===== src/rtl/ppl_pkg.sv =====
// Shared display and pipeline constants for the scanner and the pipeline controller.
// Both blocks import this package so that they agree on the frame-end address.
package ppl_pkg;

  localparam int unsigned H_DISP       = 1280;
  localparam int unsigned V_DISP       = 720;
  localparam int unsigned PPL_DEPTH    = 6;
  localparam int unsigned FRAME_PIXELS = H_DISP * V_DISP;
  localparam int unsigned ADDR_W       = $clog2(FRAME_PIXELS);
  localparam int unsigned X_W          = $clog2(H_DISP);
  localparam int unsigned Y_W          = $clog2(V_DISP);

  typedef enum logic [1:0] {
    UPD_HOLD,
    UPD_CLEAR,
    UPD_NEXT_ROW,
    UPD_NEXT_COL
  } upd_e;

endpackage


===== src/rtl/ppl_delay_line.sv =====
// Shift register with asynchronous reset that advances only while en is high.
// Its length matches the render pipeline depth.
module ppl_delay_line #(
  parameter int unsigned WIDTH = 21,
  parameter int unsigned DEPTH = 6
) (
  input  logic             clk,
  input  logic             rst,
  input  logic             en,
  input  logic [WIDTH-1:0] din,
  output logic [WIDTH-1:0] dout
);

  logic [WIDTH-1:0] stage_q [DEPTH];
  logic [WIDTH-1:0] stage_d [DEPTH];

  always_comb begin
    stage_d = stage_q;
    if (en) begin
      stage_d[0] = din;
      for (int unsigned k = 1; k < DEPTH; k++) begin
        stage_d[k] = stage_q[k-1];
      end
    end
  end

  always_ff @(posedge clk or posedge rst) begin
    if (rst) begin
      for (int unsigned k = 0; k < DEPTH; k++) begin
        stage_q[k] <= '0;
      end
    end else begin
      stage_q <= stage_d;
    end
  end

  assign dout = stage_q[DEPTH-1];

endmodule


===== src/rtl/ppl_scanner.sv =====
// Raster scanner: issues (x, y, linear address) once per enabled advance and
// carries every advance slot through a pipeline-depth delay line.
module ppl_scanner #(
  parameter int unsigned H_DISP    = ppl_pkg::H_DISP,
  parameter int unsigned V_DISP    = ppl_pkg::V_DISP,
  parameter int unsigned PPL_DEPTH = ppl_pkg::PPL_DEPTH,
  parameter int unsigned ADDR_W    = ppl_pkg::ADDR_W,
  parameter int unsigned X_W       = ppl_pkg::X_W,
  parameter int unsigned Y_W       = ppl_pkg::Y_W
) (
  input  logic              clk,
  input  logic              rst,
  input  logic              adv,
  input  logic              scanner_en,
  input  logic              restart,
  output logic [X_W-1:0]    x,
  output logic [Y_W-1:0]    y,
  output logic [ADDR_W-1:0] pixel_addr,
  output logic              frame_last,
  output logic [ADDR_W-1:0] pixel_addr_out,
  output logic              valid_out
);

  import ppl_pkg::*;

  localparam logic [X_W-1:0] X_LAST = X_W'(H_DISP - 1);
  localparam logic [Y_W-1:0] Y_LAST = Y_W'(V_DISP - 1);

  logic [X_W-1:0]    x_q, x_d;
  logic [Y_W-1:0]    y_q, y_d;
  logic [ADDR_W-1:0] addr_q, addr_d;
  logic              iss;
  logic              x_last;
  logic [ADDR_W:0]   tail;
  upd_e              upd;

  assign iss        = scanner_en & adv;
  assign x_last     = (x_q == X_LAST);
  assign frame_last = x_last && (y_q == Y_LAST);

  // restart outranks the issue-driven update but never blocks the issue itself
  always_comb begin
    upd = UPD_HOLD;
    if (restart) begin
      upd = UPD_CLEAR;
    end else if (iss) begin
      if (frame_last)  upd = UPD_CLEAR;
      else if (x_last) upd = UPD_NEXT_ROW;
      else             upd = UPD_NEXT_COL;
    end
  end

  // linear address advances by one on every non-wrapping issue, so y*H_DISP+x holds without a multiplier
  always_comb begin
    x_d    = x_q;
    y_d    = y_q;
    addr_d = addr_q;
    unique case (upd)
      UPD_CLEAR: begin
        x_d    = '0;
        y_d    = '0;
        addr_d = '0;
      end
      UPD_NEXT_ROW: begin
        x_d    = '0;
        y_d    = y_q + Y_W'(1);
        addr_d = addr_q + ADDR_W'(1);
      end
      UPD_NEXT_COL: begin
        x_d    = x_q + X_W'(1);
        addr_d = addr_q + ADDR_W'(1);
      end
      default: ;
    endcase
  end

  always_ff @(posedge clk or posedge rst) begin
    if (rst) begin
      x_q    <= '0;
      y_q    <= '0;
      addr_q <= '0;
    end else begin
      x_q    <= x_d;
      y_q    <= y_d;
      addr_q <= addr_d;
    end
  end

  ppl_delay_line #(
    .WIDTH (ADDR_W + 1),
    .DEPTH (PPL_DEPTH)
  ) u_delay (
    .clk  (clk),
    .rst  (rst),
    .en   (adv),
    .din  ({addr_q, iss}),
    .dout (tail)
  );

  assign x              = x_q;
  assign y              = y_q;
  assign pixel_addr     = addr_q;
  assign pixel_addr_out = tail[ADDR_W:1];
  assign valid_out      = tail[0];

endmodule


===== config.mk =====
export PLATFORM = sky130hd
export DESIGN_NAME = ppl_scanner
export DESIGN_NICKNAME = d
export VERILOG_FILES = /design/src/rtl/ppl_pkg.sv /design/src/rtl/ppl_delay_line.sv /design/src/rtl/ppl_scanner.sv
export SDC_FILE = /design/constraint.sdc
export NUM_CORES = 1
export LEC_CHECK = 0
export BUFFER_PORTS_ARGS = -buffer_cell sky130_fd_sc_hd__buf_4
export CAP_MARGIN = 20
export CORE_ASPECT_RATIO = 1.25
export CORE_MARGIN = 5
export CORE_UTILIZATION = 60
export CTS_BUF_LIST = sky130_fd_sc_hd__clkbuf_8
export CTS_CLUSTER_DIAMETER = 120
export DETAILED_ROUTE_END_ITERATION = 8
export HOLD_SLACK_MARGIN = 0.02
export PLACE_DENSITY = 0.78
export SKIP_CTS_REPAIR_TIMING = 1
export SLEW_MARGIN = 0
export SYNTH_ARGS = -nofsm -noshare
export SYNTH_HDL_FRONTEND = slang
export SYNTH_HIERARCHICAL = 1
export SYNTH_SLANG_ARGS = --single-unit
export TNS_END_PERCENT = 10

===== constraint.sdc =====
create_clock -name clk -period 5.9 [get_ports clk]
set_clock_uncertainty 0.1 [all_clocks]
set_input_delay 0.59 -clock clk [delete_from_list [all_inputs] [get_ports clk]]
set_output_delay 0.59 -clock clk [all_outputs]
set_load 0.02 [all_outputs]

-- Yosys cells after proc, flatten, opt, wreduce, memory -nomap -nowiden
Index checks and enable logic that the tools add are counted.
- output and inout port bits: 63
- word-level logic and storage cells: 31
- input bits: 5
- bits in registers: 167
- add/subtract/negate cells: 3
- eq/ne operators: 5
- muxes and demuxes: 7
- bitwise gates (word level): 1
- reduce and logical (&&, ||, !) cells: 6
- operator list (operator ; number):
    $pmux 20 s2 ; 1
    $pmux 11 s2 ; 1
    $add 20x1->20 const B ; 1
    $pmux 10 s2 ; 1
    $add 11x1->11 const B ; 1
    $eq 11x11->1 const B ; 1
    $add 10x1->10 const B ; 1
    $eq 10x10->1 const B ; 1
    $mux 2 ; 3
    $reduce_bool 2->1 ; 3
    $eq 2x2->1 const B ; 2
    $reduce_or 2->1 ; 2
    $eq 2x1->1 const B ; 1
    $and 1x1->1 ; 1
    $logic_and 1x1->1 ; 1
    $mux 1 ; 1

-- Logic depth before layout (Yosys ltp)
Gate-level depths: netlist (run 1).
- depth in word-level cells: 8
- depth in mapped cells: 11
- gate-level depth less buffers: 10

-- Cells and area by module
Netlist (run 1), hierarchy kept.
- by module, submodules not included (module ; cells each ; instances ; seq. area each (µm²) ; area an instance (µm²)):
    ppl_delay_line ; 288 ; 1 ; 3153.0 ; 4991.0
    ppl_scanner ; 232 ; 1 ; 1026.0 ; 2145.8

-- Worst setup path after synthesis (run 1)
OpenSTA, ideal clock, no wires.
- path type: flip-flop to flip-flop
- start: register y_q[6] (netlist: y[6])
- end: register addr_q[4] (netlist: pixel_addr[4])
- clock period less this slack: 3.607 ns
- required time: 5.668 ns
- buffers on the path: 2
- data arrival time: 3.375 ns
- library setup time: 0.132 ns
- cell stages (with the launch flop): 10
- slack: 2.293 ns
- path through: dfrtp_1 nand2_1 or4b_2 nor4_1 nor3b_1 ha_1 clkbuf_1 nor3_1 clkbuf_1 nor2_1
- longest elaborated chain between the ends: 8
- elaborated cells between the ends (all ways): 11
- those cells by class: 4 x eq/ne; 4 x mux; 3 x reduce/logical
- RTL lines (item ; line ; source):
    start, declared ; ppl_scanner.sv:30 ; logic [Y_W-1:0] y_q, y_d;
    start signal, assigned ; ppl_scanner.sv:84 ; y_q <= y_d;
    $eq 10x10->1 (*) ; ppl_scanner.sv:39 ; assign frame_last = x_last && (y_q == Y_LAST);
    $logic_and 1x1->1 (*) ; ppl_scanner.sv:39 ;
    named net frame_last ; ppl_scanner.sv:19 ; output logic frame_last,
    $mux 2 (*) ; ppl_scanner.sv:47 ; if (frame_last) upd = UPD_CLEAR;
    $mux 2 (*) ; ppl_scanner.sv:46 ; end else if (iss) begin
    $mux 2 (*) ; ppl_scanner.sv:44 ; if (restart) begin
    $eq 2x2->1 ; ppl_scanner.sv:58 ; unique case (upd)
    $reduce_or 2->1 (no line) ; -- ;
    $pmux 20 s2 / $reduce_bool 2->1 (equally long branches) ; -- ;
    end signal, assigned ; ppl_scanner.sv:85 ; addr_q <= addr_d;
    end, declared ; ppl_scanner.sv:31 ; logic [ADDR_W-1:0] addr_q, addr_d;
The timed path passes the listed nets; every way through them passes the cells marked *.
A chain may end at the register's enable or synchronous reset.

-- Worst setup path after layout (run 1)
- start: register y_q[6] (netlist: y[6])
- end: register x_q[10] (netlist: x[10])
- longest elaborated chain between the ends: 8
- elaborated cells between the ends (all ways): 11
- those cells by class: 4 x eq/ne; 4 x mux; 3 x reduce/logical
- RTL lines (item ; line ; source):
    $eq 10x10->1 (*) ; ppl_scanner.sv:39 ;
    $logic_and 1x1->1 (*) ; ppl_scanner.sv:39 ;
    $mux 2 (*) ; ppl_scanner.sv:47 ;
    $mux 2 (*) ; ppl_scanner.sv:46 ;
    $mux 2 (*) ; ppl_scanner.sv:44 ;
    $eq 2x2->1 / $eq 2x1->1 (equally long branches) ; ppl_scanner.sv:58 ;
    $reduce_or 2->1 (no line) ; -- ;
    $pmux 11 s2 / $reduce_bool 2->1 (equally long branches) ; -- ;
    end signal, assigned ; ppl_scanner.sv:79 ; x_q <= '0;
    end signal, assigned ; ppl_scanner.sv:83 ; x_q <= x_d;
    end, declared ; ppl_scanner.sv:29 ; logic [X_W-1:0] x_q, x_d;
Every way passes the cells marked *; elsewhere a longest branch is shown, timed or not.

==> impl_metrics.json, run 1 <==
{
  "insertion_delay_ns": 0.44,
  "viasPerCell": 5.53,
  "fp.dieW_um": 108,
  "layout-drive-gt1-share_pct": 40.2,
  "placementRows": 44,
  "dr.pass1.iters": 4,
  "numCtsBuffers": 17,
  "yosysTopAreaCell": "dfrtp_1",
  "cts_buffer_depth": 2,
  "rsz0062_at_grt": "no",
  "drc": 0,
  "ant_nets": 0,
  "start_util_pct": 61.4,
  "finalCritPeriodShare_pct": 51.7,
  "power.total_mw": 2.12,
  "outcome": "finished, final reports clean",
  "p_per_area_nw_per_um2": 265,
  "synthCells": 520,
  "vdd_ir_drop_max_v": 0.000205,
  "grt_pass1_vias": 4306,
  "ys_types": 38,
  "synth_warnings": 6,
  "maxCapViolations": 0,
  "min_path_type": "in -> async",
  "area_growth_syn_to_layout_pct": 12.2,
  "io_buffers": 67,
  "cts_tree": "yes",
  "whs_ns": 0.193,
  "utilization_pct": 68.9,
  "slew_headroom_pct": 30.9,
  "fin_crit_ns": 3.05,
  "fin_tns_setup_ns": 0,
  "numClockSinks": 167,
  "yosysMostFrequentCell": "dfrtp_1",
  "io_pins": 68,
  "synth.top_cell.area_share_pct": 58.6,
  "cp_data_required_time_ns": 6.16,
  "worstMarginPinSlew_ns": 1.04,
  "hpwl_mm": 7.84,
  "final_cells": 741,
  "synthTopCellsByArea": "dfrtp_1, mux2_2, mux2_4, buf_4, o21ai_0",
  "synth-seq-area-share_pct": 58.6,
  "p_leak_nw": 4.02,
  "synth.avg_cell_area_um2": 13.7,
  "die-area_um2": 14200,
  "synthFlopType": "dfrtp_1",
  "timing.fmax_mhz": 328,
  "grt_use_total_pct": 18.2,
  "htree_levels": 4,
  "maxSlewViolCount": 0,
  "cp-start-kind": "register",
  "n_antenna_cell": 0,
  "regArea_um2": 4180,
  "cp.arrival_ns": 3.30,
  "hold_viol": 0,
  "synth_edf_count": 0,
  "gp_congestion": 0.855,
  "path_clk_slew_ns": 0.08,
  "finalSetupViolCount": 0,
  "grt_pass1_wl_mm": 21.0,
  "syn_area_um2": 7140,
  "antenna_found_initial": 0,
  "grt_remaining_overflow": 0,
  "synth_fp_nets": 530,
  "core_area_um2": 11600,
  "vias": 4098,
  "dp_cells": 709,
  "ys_ff_latch": 167,
  "dr.first_iter.drc_count": 211,
  "setup.worst_path.class": "reg -> reg",
  "fin_nets": 577,
  "end_kind": "register",
  "path_max_fanout": 13,
  "clockRootBuffer": "clkbuf_8",
  "multiInputGateArea_um2": 2640,
  "avgRoutedWirePerCell_um": 15.8,
  "wl_mm": 11.7,
  "grt_max_degree": 71,
  "async_reset_ff_share_pct": 100,
  "synth_common_cells": "dfrtp_1, mux2_2, mux2_4, nand2_1, o21ai_0",
  "fillers": 776,
  "die_h_um": 132
}
-- worst max-delay path, cell delays in order (launching register included) --
cell     delay (ns)
dfrtp_1        0.43
nand2_1        0.09
or4b_2         0.67
nor3_1         0.23
o31a_1         0.17
ha_1           0.40
nand2_1        0.22
or4_1          0.55
o21ai_0        0.10
-- per-stage QoR --
step	setup WS [ns]	area [µm²]
after global placement	2.99	7580
after floorplan	1.85	7140
after global routing	2.60	8010
after detailed placement	2.84	7580
final	2.85	8010
after CTS	2.86	8010
-- worst paths after layout --
check / start / to / slack [ns] / depth (start not counted)
worst min register to register: u_delay/stage_q[61] / u_delay/stage_q[40] / 0.40 / 1
worst max-delay path: y[6] / x[10] / 2.85 / 8
worst max register to register: y[6] / x[10] / 2.85 / 8
worst min-delay path: rst / u_delay/stage_q[65] / 0.19 / 2
max in group asynchronous: rst / u_delay/stage_q[89] / 4.25 / 3
min in group clk: u_delay/stage_q[61] / u_delay/stage_q[40] / 0.40 / 1
-- layer usage --
layer  global-route usage (%)  part of all wire [%]  wire length [µm]
met1                     25.3                    47              5480
met2                     27.4                    47              5510
met3                     5.00                   4.6               542
met4                     7.16                   1.6               187
met5                        0                     0                 0
-- layout by cell type, fill, tap and decap left out, types with 6 or more instances in the layout --
cell type and count:
a21o_1 7, a21oi_1 13, buf_4 70, clkbuf_8 20, dfrtp_1 167, inv_1 6
mux2_2 86, mux2_4 40, nand2_1 25, nand3_1 13, nor2_1 16, nor3_1 11
o21ai_0 22, o31ai_1 7, or3_1 10, xnor2_1 12
-- state kept, by name (all words and copies together) (netlist names) --
signal	flops
u_delay/dout	21
pixel_addr	20
y	10
u_delay/stage_q	105
x	11
-- layout make-up --
cell class,instances,area share (%)
sequential,167,52.2
clock buffer,20,3.44
clock inverter,12,1.89
tap,161,2.52
inverter,6,0.313
multi-input combinational,304,33.0
timing repair buffer,71,6.70
-- power breakdown --
part / switching [mW] / total, mW / internal (mW)
registers: 0.00966 / 1.17 / 1.16
logic: 0.0667 / 0.108 / 0.0414
clock network: 0.391 / 0.843 / 0.451
-- cells by family (layout without fill, tap and decap cells) --
logic type                 count (synthesis)  after routing  synth area share [%]
buffers and inverters                     49            109                  4.47
muxes                                    126            126                  22.0
xor gates and xnor gates                  13             13                  1.60
AOI/OAI and AO/OA                         54             54                  4.63
adders and majority gates                  5              5                 0.877
DFF                                      167            167                  58.6
and+or+nand+nor                          106            106                  7.89
Note: power is estimated with default switching activity, not from simulation.
==> run 2: changes to the inputs <==
--- a/config.mk
+++ b/config.mk
@@ -5,16 +5,17 @@
 export SDC_FILE = /design/constraint.sdc
 export NUM_CORES = 1
 export LEC_CHECK = 0
+export ABC_AREA = 1
 export BUFFER_PORTS_ARGS = -buffer_cell sky130_fd_sc_hd__buf_4
 export CAP_MARGIN = 20
 export CORE_ASPECT_RATIO = 1.25
 export CORE_MARGIN = 5
-export CORE_UTILIZATION = 60
+export CORE_UTILIZATION = 55
 export CTS_BUF_LIST = sky130_fd_sc_hd__clkbuf_8
 export CTS_CLUSTER_DIAMETER = 120
 export DETAILED_ROUTE_END_ITERATION = 8
 export HOLD_SLACK_MARGIN = 0.02
-export PLACE_DENSITY = 0.78
+export PLACE_DENSITY = 0.75
 export SKIP_CTS_REPAIR_TIMING = 1
 export SLEW_MARGIN = 0
 export SYNTH_ARGS = -nofsm -noshare
==> constraint.sdc (replaced) <==
create_clock -name clk -period 2.5 [get_ports clk]
set_clock_uncertainty 0.1 [all_clocks]
set_input_delay 0.25 -clock clk [delete_from_list [all_inputs] [get_ports clk]]
set_output_delay 0.25 -clock clk [all_outputs]
set_load 0.02 [all_outputs]
==> run 2 against run 1 <==
  * Sequential share of layout area shrank 1.3 points
  * Die area is 11% higher
  * Synthesized cell count grew 70%
  * Worst setup slack worse by 2.7 ns
  * Global-route usage is 1.3 points lower
  * Core utilization is 6.6 points lower
  * Register-to-register slack got worse by 2.7 ns
  * Non-clock buffer count rose by 9
==> impl_metrics.json, run 2 <==
{
  "hold_viol": 0,
  "outcome": "finished, final reports clean",
  "fp.dieW_um": 113,
  "fin_crit_ns": 2.30,
  "vdd_ir_drop_max_v": 0.000340,
  "synthFlopType": "dfrtp_1",
  "crit_top_cell": "nand2_1",
  "yosys.area_share.simple_pct": 31.3,
  "cp.arrival_ns": 2.53,
  "setup.worst_path.class": "reg -> reg",
  "io_buffers": 67,
  "dr.pass1.iters": 4,
  "core_area_um2": 13200,
  "grt_max_degree": 85,
  "multiInputGateArea_um2": 2620,
  "synth_top_family_by_area": "simple AND/OR/NAND/NOR gates",
  "worstMarginPinSlew_ns": 0.600,
  "synth_xor_area_share_pct": 0.120,
  "mostFrequentLayoutCells": "nand2_1, dfrtp_1, buf_4",
  "p_leak_nw": 4.49,
  "synth_fp_nets": 892,
  "finalSetupViolCount": 0,
  "grt_pass1_vias": 5037,
  "max_flop_register": "u_delay/stage_q",
  "htree_levels": 4,
  "synthTopCellsByArea": "dfrtp_1, nand2_1, buf_4, inv_1, nor2_1",
  "maxSlewViolCount": 0,
  "synth-compound-area-share_pct": 3.28,
  "path_max_fanout": 18,
  "grt_use_total_pct": 16.9,
  "cp-start-kind": "register",
  "clockRootBuffer": "clkbuf_8",
  "insertion_delay_ns": 0.43,
  "path_clk_slew_ns": 0.09,
  "placementRows": 47,
  "numClockSinks": 167,
  "synth.top_cell.area_share_pct": 57.0,
  "numCtsBuffers": 17,
  "maxCapViolations": 0,
  "ys_ff_latch": 167,
  "timing.fmax_mhz": 434,
  "min_path_type": "in -> reg",
  "cp_slowest_cell": "dfrtp_1",
  "regArea_um2": 4180,
  "async_reset_ff_share_pct": 100,
  "grt_remaining_overflow": 0,
  "layout-drive-gt1-share_pct": 15.5,
  "synth.avg_cell_area_um2": 8.31,
  "fin_tns_setup_ns": 0,
  "synth-seq-area-share_pct": 57.0,
  "vias": 5360,
  "crit_chain": "ha_1, nand2_1, nor3_1, nand3b_1, nor2_1, nor3_2, ha_1, nor2_4, nand2_4, nand2_1, nand2_1, o21ai_1, inv_1",
  "max_stage_delay_ns": 0.40,
  "synth_mux_area_share_pct": 0,
  "power.total_mw": 4.90,
  "antenna_found_initial": 0,
  "viasPerCell": 4.81,
  "die_h_um": 139,
  "synthAdderAreaFrac_pct": 0.854,
  "p_per_area_nw_per_um2": 597,
  "ys_types": 32,
  "synthCells": 882,
  "synth_common_cells": "nand2_1, dfrtp_1, inv_1, nor2_1, buf_4",
  "grt_pass1_wl_mm": 22.2,
  "synth_edf_count": 0,
  "finalCritPeriodShare_pct": 92.1,
  "io_pins": 68,
  "wl_mm": 12.7,
  "cts_tree": "yes",
  "gp_congestion": 0.808,
  "crit_buf_inv": 1,
  "cts_buffer_depth": 2,
  "ant_nets": 0,
  "avgRoutedWirePerCell_um": 11.4,
  "area_growth_syn_to_layout_pct": 12.2,
  "crit_family": "simple AND/OR/NAND/NOR gates",
  "yosysMostFrequentCell": "nand2_1",
  "largest_reg_flops": 105,
  "dr.first_iter.drc_count": 375,
  "slew_headroom_pct": 60.0,
  "rsz0062_at_grt": "yes",
  "yosysTopAreaCell": "dfrtp_1",
  "cp_data_required_time_ns": 2.73,
  "fillers": 1199,
  "hpwl_mm": 8.20,
  "mostFrequentLayoutCell": "nand2_1",
  "end_kind": "register",
  "start_util_pct": 55.6,
  "drc": 0,
  "synth_warnings": 6,
  "n_antenna_cell": 0,
  "fin_nets": 940,
  "die-area_um2": 15700,
  "syn_area_um2": 7330
}
## run 2: kinds of logic after synthesis
family / Yosys count
AND/OR/NAND/NOR: 566
flip-flops: 167
buffers and inverters: 98
AO/OA/AOI/OAI: 45
adder cells (fa/ha/maj): 5
XOR/XNOR: 1
## run 2: metal layers
| layer | track usage [%] | wire length, µm | vias to the layer above |
|---|---|---|---|
| met5 | 0 | 0 | - |
| met2 | 28.2 | 6180 | 89 |
| li1 | - | - | 2789 |
| met1 | 22.3 | 5910 | 2472 |
| met3 | 3.67 | 491 | 10 |
| met4 | 4.75 | 104 | 0 |
## run 2: worst reg2reg max path, stage by stage (launching register included)
cell and delay [ns]:
dfrtp_1 0.40, ha_1 0.19, nand2_1 0.08, nor3_1 0.15, nand3b_1 0.15, nor2_1 0.18, nor3_2 0.07, ha_1 0.27
nor2_4 0.19, nand2_4 0.16, nand2_1 0.12, nand2_1 0.05, o21ai_1 0.06, inv_1 0.05
## run 2: worst paths after layout
| kind | cells after the start | slack [ns] | start | to |
|---|---|---|---|---|
| worst max-delay path | 13 | 0.20 | y[1] | pixel_addr[7] |
| worst min-delay path | 5 | 0.13 | scanner_en | u_delay/stage_q[105] |
| worst max register to register | 13 | 0.20 | y[1] | pixel_addr[7] |
| worst min register to register | 2 | 0.37 | u_delay/dout[0] | u_delay/dout[0] |
| max in group asynchronous | 4 | 1.41 | rst | u_delay/stage_q[21] |
| min in group asynchronous | 4 | 0.38 | rst | u_delay/stage_q[77] |
## run 2: layout make-up
type | instances | share of cell area, %
repair buffers | 80 | 7.64
inverters | 47 | 2.25
multi-input cells | 617 | 31.9
flip-flops and latches | 167 | 50.9
clock buffers | 18 | 3.02
clock inverters | 14 | 1.69
well taps | 171 | 2.60
## run 2: through the flow
step	instances	utilization [%]	hold WS (ns)	instance area (µm²)	setup slack (ns)
after floorplan	882	-	0.342	7330	-0.0421
after global placement	1076	58.9	0.312	7760	0.256
after detailed placement	1076	58.9	0.312	7760	0.180
after CTS	1108	61.9	-0.178	8150	0.139
after global routing	1114	62.4	0.124	8220	-0.0136
final	1114	62.4	0.128	8220	0.198
## run 2: report_power, final
group / internal (mW) / total [mW] / switching (mW)
Clock: 0.846 / 1.85 / 1.01
Sequential: 2.73 / 2.76 / 0.0237
Combinational: 0.0848 / 0.292 / 0.207
Total: 3.66 / 4.90 / 1.24
==> run 3: changes to the inputs <==
--- a/config.mk
+++ b/config.mk
@@ -6,16 +6,17 @@
 export NUM_CORES = 1
 export LEC_CHECK = 0
 export ABC_AREA = 1
-export BUFFER_PORTS_ARGS = -buffer_cell sky130_fd_sc_hd__buf_4
 export CAP_MARGIN = 20
 export CORE_ASPECT_RATIO = 1.25
 export CORE_MARGIN = 5
-export CORE_UTILIZATION = 55
+export CORE_UTILIZATION = 59
 export CTS_BUF_LIST = sky130_fd_sc_hd__clkbuf_8
 export CTS_CLUSTER_DIAMETER = 120
 export DETAILED_ROUTE_END_ITERATION = 8
+export DONT_BUFFER_PORTS = 1
 export HOLD_SLACK_MARGIN = 0.02
-export PLACE_DENSITY = 0.75
+export PLACE_DENSITY = 0.76
+export RECOVER_POWER = 50
 export SKIP_CTS_REPAIR_TIMING = 1
 export SLEW_MARGIN = 0
 export SYNTH_ARGS = -nofsm -noshare
==> run 3 against run 2 <==
  * The flow now finishes with violations (max-capacitance violations, max-slew violations)
  * Design area shrank 3.9%
  * Power about the same
  * Critical path depth increased by 1
  * Global-route usage up 2.5 points
  * Register-to-register slack got worse by 0.02 ns
  * Cell count is 4.7% lower
  * Wire length rose by 8.2%
  * Sequential power barely moved
  * Non-clock buffer count down 45
==> impl_metrics.json, run 3 (synthesized netlist as in run 2, its figures left out) <==
{
  "cp.arrival_ns": 2.60,
  "max_flop_register": "u_delay/stage_q",
  "cp_data_required_time_ns": 2.78,
  "cts_buffer_depth": 2,
  "fin_crit_ns": 2.32,
  "antenna_found_initial": 0,
  "final_cells": 1062,
  "wl_mm": 13.7,
  "grt_use_total_pct": 19.4,
  "drc": 0,
  "hpwl_mm": 8.73,
  "dp_cells": 1018,
  "mostFrequentLayoutCell": "nand2_1",
  "n_antenna_cell": 0,
  "slew_headroom_pct": -4.13,
  "io_pins": 68,
  "numCtsBuffers": 17,
  "power.total_mw": 4.90,
  "min_path_type": "in -> reg",
  "cp_slowest_cell": "dfrtp_1",
  "fp.dieW_um": 110,
  "ant_nets": 0,
  "largest_reg_flops": 105,
  "path_clk_slew_ns": 0.09,
  "io_buffers": 0,
  "crit_family": "simple AND/OR/NAND/NOR gates",
  "grt_remaining_overflow": 0,
  "layout-drive-gt1-share_pct": 10.5,
  "finalSetupViolCount": 0,
  "gp_congestion": 0.833,
  "start_util_pct": 60.2,
  "rrSetupSlack_ns": 0.18,
  "avgRoutedWirePerCell_um": 12.9,
  "rr_worst_depth": 14,
  "min_delay_worst_endpoint": "u_delay/dout[1]",
  "htree_levels": 4,
  "crit_chain": "inv_1, nand2_1, nor2_1, nand3b_1, nand2_1, nand2_1, nand2_1, inv_1, ha_2, nor2_2, nand2_1, o21ai_0, nand2_1, nor2_1",
  "maxSlewViolCount": 59,
  "die_h_um": 135,
  "grt_pass1_wl_mm": 23.2,
  "whs_path_depth": 3,
  "max_stage_delay_ns": 0.48,
  "dr.pass1.iters": 5,
  "vias": 5367,
  "mostFrequentLayoutCells": "nand2_1, dfrtp_1, inv_1",
  "vdd_ir_drop_max_v": 0.000316,
  "outcome": "finished, violations left",
  "grt_pass1_vias": 5175,
  "p_per_area_nw_per_um2": 620,
  "path_max_fanout": 5,
  "insertion_delay_ns": 0.44,
  "clockRootBuffer": "clkbuf_8",
  "setup.worst_path.class": "reg -> reg",
  "area_growth_syn_to_layout_pct": 7.81,
  "numClockSinks": 167,
  "hold_viol": 0,
  "worstMarginPinSlew_ns": 1.56,
  "rsz0062_at_grt": "yes",
  "r2r_start": "y[8]",
  "fin_nets": 895,
  "cp-start-kind": "register",
  "dr.first_iter.drc_count": 335,
  "cts_tree": "yes",
  "p_leak_nw": 4.21,
  "maxCapViolations": 1,
  "grt_max_degree": 129,
  "core_area_um2": 12200,
  "finalCritPeriodShare_pct": 92.8,
  "placementRows": 45,
  "r2r-end": "y[8]",
  "die-area_um2": 14800,
  "crit_buf_inv": 2,
  "crit_top_cell": "nand2_1",
  "hp-start": "adv",
  "viasPerCell": 5.05,
  "timing.fmax_mhz": 431,
  "violations": "max-capacitance violations, max-slew violations",
  "end_kind": "register"
}
-- run 3: cell count changes in the layout (fill, tap and decap cells not counted), sizes merged --
cell	before	now
clkbuf	18	21
clkinv	2	3
buf	79	20
dlygate4sd3	1	11
-- run 3: area by class of cell --
cell class | instances | area, µm²
Clock buffer | 17 | 234
Clock inverter | 15 | 155
Fill cell | 1045 | 4260
Inverter | 47 | 180
Multi-Input combinational cell | 617 | 2640
Sequential cell | 167 | 4180
Tap cell | 164 | 205
Timing Repair Buffer | 35 | 303
-- run 3: power by group --
part           total, mW  internal [mW]  switching, mW  leakage (nW)
sequential          2.76           2.73         0.0290          2.33
combinational      0.261         0.0625          0.198          1.70
clock               1.88          0.827           1.05         0.193
total               4.90           3.62           1.28          4.21
-- run 3: metal layers --
layer / GRT usage, % / part of all wire, % / vias up / wire (µm)
li1: - / - / 2704 / -
met1: 24.3 / 43 / 2541 / 5920
met2: 32.6 / 51 / 107 / 6930
met3: 5.93 / 5.1 / 15 / 695
met4: 5.27 / 1.3 / 0 / 174
met5: 0 / 0 / - / 0
-- run 3: worst min-delay path, stage by stage --
cell     delay (ns)
buf_16         0.22
nand2_1        0.11
nand2_1        0.04
-- run 3: worst max path at each step --
stage	start	end	slack, ns	cells after the start
finish	y[8]	y[8]	0.18	14
global route	y[0]	y[8]	-0.05	14
CTS	x[0]	y[5]	0.12	11
detailed placement	y[0]	y[5]	0.15	13
global placement	y[8]	y[8]	0.31	14
floorplan	x[0]	y[8]	-0.04	12
-- run 3: metrics by stage --
stage	setup WS, ns	area (µm²)	utilization [%]	hold slack, ns	setup TNS, ns
final	0.180	7900	64.9	0.126	0
after global routing	-0.0520	7900	64.9	0.131	-0.157
after CTS	0.118	7760	63.8	-0.381	0
after detailed placement	0.150	7370	60.6	0.103	0
after global placement	0.309	7370	60.6	0.102	0
after floorplan	-0.0421	7330	-	0.342	-0.0875
